[config.mk]
export PLATFORM = sky130hd
export DESIGN_NAME = scan_cfg_seg
export DESIGN_NICKNAME = d
export VERILOG_FILES = /design/src/rtl/scan_pkg.sv /design/src/rtl/scan_sat_cnt.sv /design/src/rtl/scan_cfg_seg.sv
export SDC_FILE = /design/constraint.sdc
export NUM_CORES = 1
export LEC_CHECK = 0
export ABC_CLOCK_PERIOD_IN_PS = 1300
export CORE_MARGIN = 1
export CORE_UTILIZATION = 55
export DETAILED_ROUTE_END_ITERATION = 16
export DONT_BUFFER_PORTS = 1
export PLACE_DENSITY_LB_ADDON = 0.3
export SETUP_SLACK_MARGIN = 0.5
export SYNTH_ARGS = -nofsm -noshare
export SYNTH_HDL_FRONTEND = slang
export SYNTH_SLANG_ARGS = --single-unit
[constraint.sdc]
create_clock -name clk -period 1.3 [get_ports clk]
set_input_delay 0.13 -clock clk [delete_from_list [all_inputs] [get_ports clk]]
set_output_delay 0.13 -clock clk [all_outputs]
set_load 0.005 [all_outputs]
[src/rtl/scan_pkg.sv]
// Shared types for the scan configuration segment: FSM state encoding and counter sizing.
// Contains no logic, so there is no latency or backpressure to describe.
package scan_pkg;

  typedef enum logic [1:0] {
    SCAN_IDLE,
    SCAN_SHIFT,
    SCAN_COMMIT
  } scan_state_t;

  // The counter must be able to hold WIDTH+1, so that an overlong load is distinguishable.
  function automatic int scan_cnt_w(input int width);
    return $clog2(width + 2);
  endfunction

endpackage

[src/rtl/scan_sat_cnt.sv]
// Saturating up-counter. Clears and increments on the falling edge.
// A clear together with an increment restarts the count at 1. It holds at MAX and has no backpressure.
module scan_sat_cnt #(
  parameter int W   = 4,
  parameter int MAX = 9
) (
  input  logic         clk,
  input  logic         reset,
  input  logic         i_clr,
  input  logic         i_inc,
  output logic [W-1:0] o_cnt
);

  logic [W-1:0] r_cnt;

  always_ff @(negedge clk or posedge reset) begin
    if (reset) begin
      r_cnt <= '0;
    end else if (i_clr) begin
      r_cnt <= i_inc ? W'(1) : '0;
    end else if (i_inc && (r_cnt != W'(MAX))) begin
      r_cnt <= r_cnt + W'(1);
    end
  end

  assign o_cnt = r_cnt;

endmodule

[src/rtl/scan_cfg_seg.sv]
// Scan config segment. Shifts 1 bit/falling edge; cfg_out commits 2 edges after scan_en drops and only if exactly WIDTH bits were shifted.
// There is no backpressure. SCAN_CAPTURE_EN adds a parallel capture into the shift register while idle, for status readback.
module scan_cfg_seg
  import scan_pkg::*;
#(
  parameter int               WIDTH     = 16,
  parameter logic [WIDTH-1:0] RESET_VAL = '0
) (
  input  logic             clk,
  input  logic             reset,
  input  logic             scan_en,
  input  logic             scan_in,
`ifdef SCAN_CAPTURE_EN
  input  logic             capture_en,
  input  logic [WIDTH-1:0] capture_data,
`endif
  output logic             scan_out,
  output logic [WIDTH-1:0] cfg_out,
  output logic             cfg_valid,
  output logic             shift_err,
  output logic             busy
);

  localparam int            CW       = scan_cnt_w(WIDTH);
  localparam logic [CW-1:0] CNT_FULL = CW'(WIDTH);

  scan_state_t      r_state;
  logic [WIDTH-1:0] r_sr;
  logic [WIDTH-1:0] r_cfg;
  logic             r_vld;
  logic             r_err;
  logic             r_busy;

  logic [CW-1:0]    w_cnt;
  logic             w_clr;
  logic [WIDTH:0]   w_cat;

  assign w_cat = {scan_in, r_sr};
  assign w_clr = (r_state == SCAN_COMMIT) ||
                 ((r_state == SCAN_SHIFT) && !scan_en && (w_cnt != CNT_FULL));

  // Every state shifts while scan_en is high, so the counter increments on scan_en alone.
  scan_sat_cnt #(
    .W   (CW),
    .MAX (WIDTH + 1)
  ) u_cnt (
    .clk   (clk),
    .reset (reset),
    .i_clr (w_clr),
    .i_inc (scan_en),
    .o_cnt (w_cnt)
  );

  always_ff @(negedge clk or posedge reset) begin
    if (reset) begin
      r_sr <= RESET_VAL;
    end else if (scan_en) begin
      r_sr <= w_cat[WIDTH:1];
`ifdef SCAN_CAPTURE_EN
    end else if ((r_state == SCAN_IDLE) && capture_en) begin
      r_sr <= capture_data;
`endif
    end
  end

  always_ff @(negedge clk or posedge reset) begin
    if (reset) begin
      r_state <= SCAN_IDLE;
      r_cfg   <= RESET_VAL;
      r_vld   <= 1'b0;
      r_err   <= 1'b0;
      r_busy  <= 1'b0;
    end else begin
      r_vld <= 1'b0;
      case (r_state)
        SCAN_IDLE: begin
          if (scan_en) begin
            r_state <= SCAN_SHIFT;
            r_busy  <= 1'b1;
          end
        end
        SCAN_SHIFT: begin
          if (!scan_en) begin
            if (w_cnt == CNT_FULL) begin
              r_state <= SCAN_COMMIT;
              r_busy  <= 1'b1;
            end else begin
              r_err   <= 1'b1;
              r_state <= SCAN_IDLE;
              r_busy  <= 1'b0;
            end
          end
        end
        SCAN_COMMIT: begin
          // r_sr is sampled before any shift on this same edge.
          r_cfg   <= r_sr;
          r_vld   <= 1'b1;
          r_err   <= 1'b0;
          r_state <= scan_en ? SCAN_SHIFT : SCAN_IDLE;
          r_busy  <= scan_en;
        end
        default: begin
          r_state <= SCAN_IDLE;
          r_busy  <= 1'b0;
        end
      endcase
    end
  end

  assign scan_out  = r_sr[0];
  assign cfg_out   = r_cfg;
  assign cfg_valid = r_vld;
  assign shift_err = r_err;
  assign busy      = r_busy;

endmodule

==> flow_summary_export.csv <==
group,metric,value,unit
outcome,run_status,"finished with violations",
outcome,failed_checks,"setup timing",
global_route,grt_max_degree,31,
synthesis,avgSynthCellArea,14.77,µm²
die,rows,20,
worst_setup_path,r2r_start,"u_cnt.o_cnt[0]",
worst_setup_path,reg2reg_slack,-0.06,ns
routing,vias,1015,
timing,fin_skew,0.005785,ns
run,maxCapViolations,0,
power,powerDensity,1378,mW/mm²
routing,postRouteAntennaNets,0,
routing,routedWlPerCell,17.86,µm
synthesis,syn_inst,119,
worst_setup_path,reg2reg_to,"u_cnt.o_cnt[4]",
global_route,grt_pass1_wl,5.133,mm
power,power_leakage,0.001108,µW
worst_setup_path,crit_path_end_kind,"output port",
worst_setup_path,critPathLaunchType,"register",
worst_setup_path,path_max_fanout,3,
clock_network,cts_tree,"built",
routing,via_per_inst,5.486,
timing,slew_viol_final,0,
die,ioPinCount,24,
routing,drc,0,
synthesis,yosysSeqAreaShare,0.5979,
clock_network,cts_sinks,42,
power,max-vdd-ir-drop,1.472,mV
worst_setup_path,crit_type,"reg2out",
timing,setup_ws,-0.2900,ns
placed_design,dp_hpwl,1.957,mm
routing,drt-initial-drc-count,21,
die,start_util,0.5758,
synthesis,netlist_top_cells_area,"dfrtn_1 60%, mux2_2 16%, mux2_4 6.0%, ha_1 2.1%, inv_1 1.3%",
synthesis,synthFlopType,"dfrtn_1",
clock_network,cts_buffers,5,
timing,max_slew_margin,0.8221,
clock_network,clockBufferDepth,2,
min_path,hp-class,"in2async",
cells_and_area,final_cell_mix,"42 x dfrtn_1, 32 x mux2_4, 9 x buf_4, 5 x clkbuf_4, 5 x buf_6",
clock_network,insertion_delay,0.34,ns
placed_design,io_buffers,0,
synthesis,synth_area_leader_cell,"dfrtn_1",
clock_network,cts_root_buf,"clkbuf_4",
synthesis,synthDominantCellAreaShare,0.5979,
cells_and_area,layout_commonest_cell,"dfrtn_1",
synthesis,synth_edf_count,0,
timing,tns,-5.511,ns
worst_setup_path,crit_required,1.17,ns
cells_and_area,diodes,0,
clock_network,h-tree-depth,2,
routing,first_pass_iters,4,
placed_design,gp_congestion,0.7671,
global_route,grt_pass1_vias,1029,
die,die_x,58.54,µm
cells_and_area,drive_gt1_frac,0.5461,
clock_network,clkTransAtPathRegs,0.08,ns
die,die_h,58.54,µm
timing,setup_viol,26,
global_route,track_usage,0.2134,
worst_setup_path,crit_arrival,1.46,ns
worst_setup_path,crit_cells,0,
synthesis,ys_seq_elements,42,
synthesis,synth_area,0.001758,mm²
timing,rsz0062_at_grt,"yes",
cells_and_area,fin_nets,147,
global_route,grt.overflow.total,0,
timing,hold_viol,0,
global_route,grt_antenna_before_repair,0,
die,die_area,0.003426,mm²
synthesis,syn_nets,126,
cells_and_area,syn2layout_area_growth,29.82,%
cells_and_area,finish.utilization,0.7475,
die,fp.coreArea,0.003053,mm²
synthesis,ys.warnings.count,0,
worst_setup_path,rr_worst_depth,5,
routing,wl,3.304,mm
timing,worst_slew_pin_slew,0.2663,ns
synthesis,async_flop_share,1.000,
synthesis,synth.distinct_cells,32,
[synthesized netlist by cell type (2+ instances only)]
master and count:
mux2_4 7, ha_1 3, a21o_1 2, a21oi_1 3, nand2_1 2, dfrtn_1 42
buf_2 2, mux2_2 25, nand4_1 2, inv_1 6, xor2_1 2, nor2_1 3
[area by class of cell]
| cell class | count | area (µm²) |
|---|---|---|
| fill | 189 | 770.7 |
| clock inverter | 2 | 37.54 |
| clock buffer | 6 | 41.29 |
| multi-input combinational | 66 | 834.6 |
| timing repair buffer | 19 | 231.5 |
| sequential | 42 | 1051 |
| tap | 44 | 55.05 |
| inverter | 6 | 31.28 |
[logic make-up after synthesis]
| logic type | count (synthesis) | synth area share |
|---|---|---|
| AO/OA/AOI/OAI | 14 | 0.05552 |
| XOR/XNOR | 2 | 0.009966 |
| adder cells (fa/ha/maj) | 3 | 0.02135 |
| buffers and inverters | 11 | 0.04057 |
| flip-flops | 42 | 0.5979 |
| multiplexers | 32 | 0.2199 |
| AND/OR/NAND/NOR | 15 | 0.05481 |
[metal layers]
layer  part of all wire  wire (µm)  GRT usage  up-vias
met1               0.42       1399     0.2611      526
met4              0.021         71     0.1122        0
met3              0.029         95    0.06374        7
met2               0.53       1737     0.3432       20
met5                  0          0          0        -
li1                   -          -          -      462
[where the power goes]
part	switching [µW]	leakage, µW	total, µW	internal [µW]
clock network	421	0.0000385	827	406
logic	169	0.000529	575	406
registers	199	0.000541	1740	1540
total	790	0.00111	3140	2350
[timing repair]
| item | 4_1_cts | 5_1_grt |
|---|---|---|
| hold buffers | 0 | 0 |
| pin swaps | 4 | 2 |
| setup buffers | 6 | 5 |
| setup endpoints to repair | 62 | 62 |
| resized for setup | 17 | 8 |
| gates cloned | 1 | 0 |
[worst max-delay path by stage]
stage,to,from,slack (ns)
detailed placement,u_cnt.o_cnt[0],scan_en,-0.30
CTS,busy,busy,-0.29
finish,busy,busy,-0.29
global route,busy,busy,-0.34
floorplan,u_cnt.o_cnt[1],scan_en,-0.24
global placement,u_cnt.o_cnt[0],scan_en,-0.27
[sequential cells by signal (all words and copies together) (netlist names)]
name,flops
cfg_out,16
r_sr,16
u_cnt.o_cnt,5
r_state,2
busy,1
cfg_valid,1
shift_err,1
[per-stage QoR]
stage	power, µW	hold WS [ns]	cells	setup WS [ns]	area [µm²]
after floorplan	2120	0.4082	119	-0.2447	1922
after global placement	2201	0.4677	165	-0.2702	1964
after detailed placement	2232	0.4820	165	-0.2992	1964
after CTS	3092	0.1284	180	-0.2916	2207
after global routing	3288	0.1117	185	-0.3386	2282
final	3144	0.1240	185	-0.2900	2282
(Power assumes the default switching activity.)
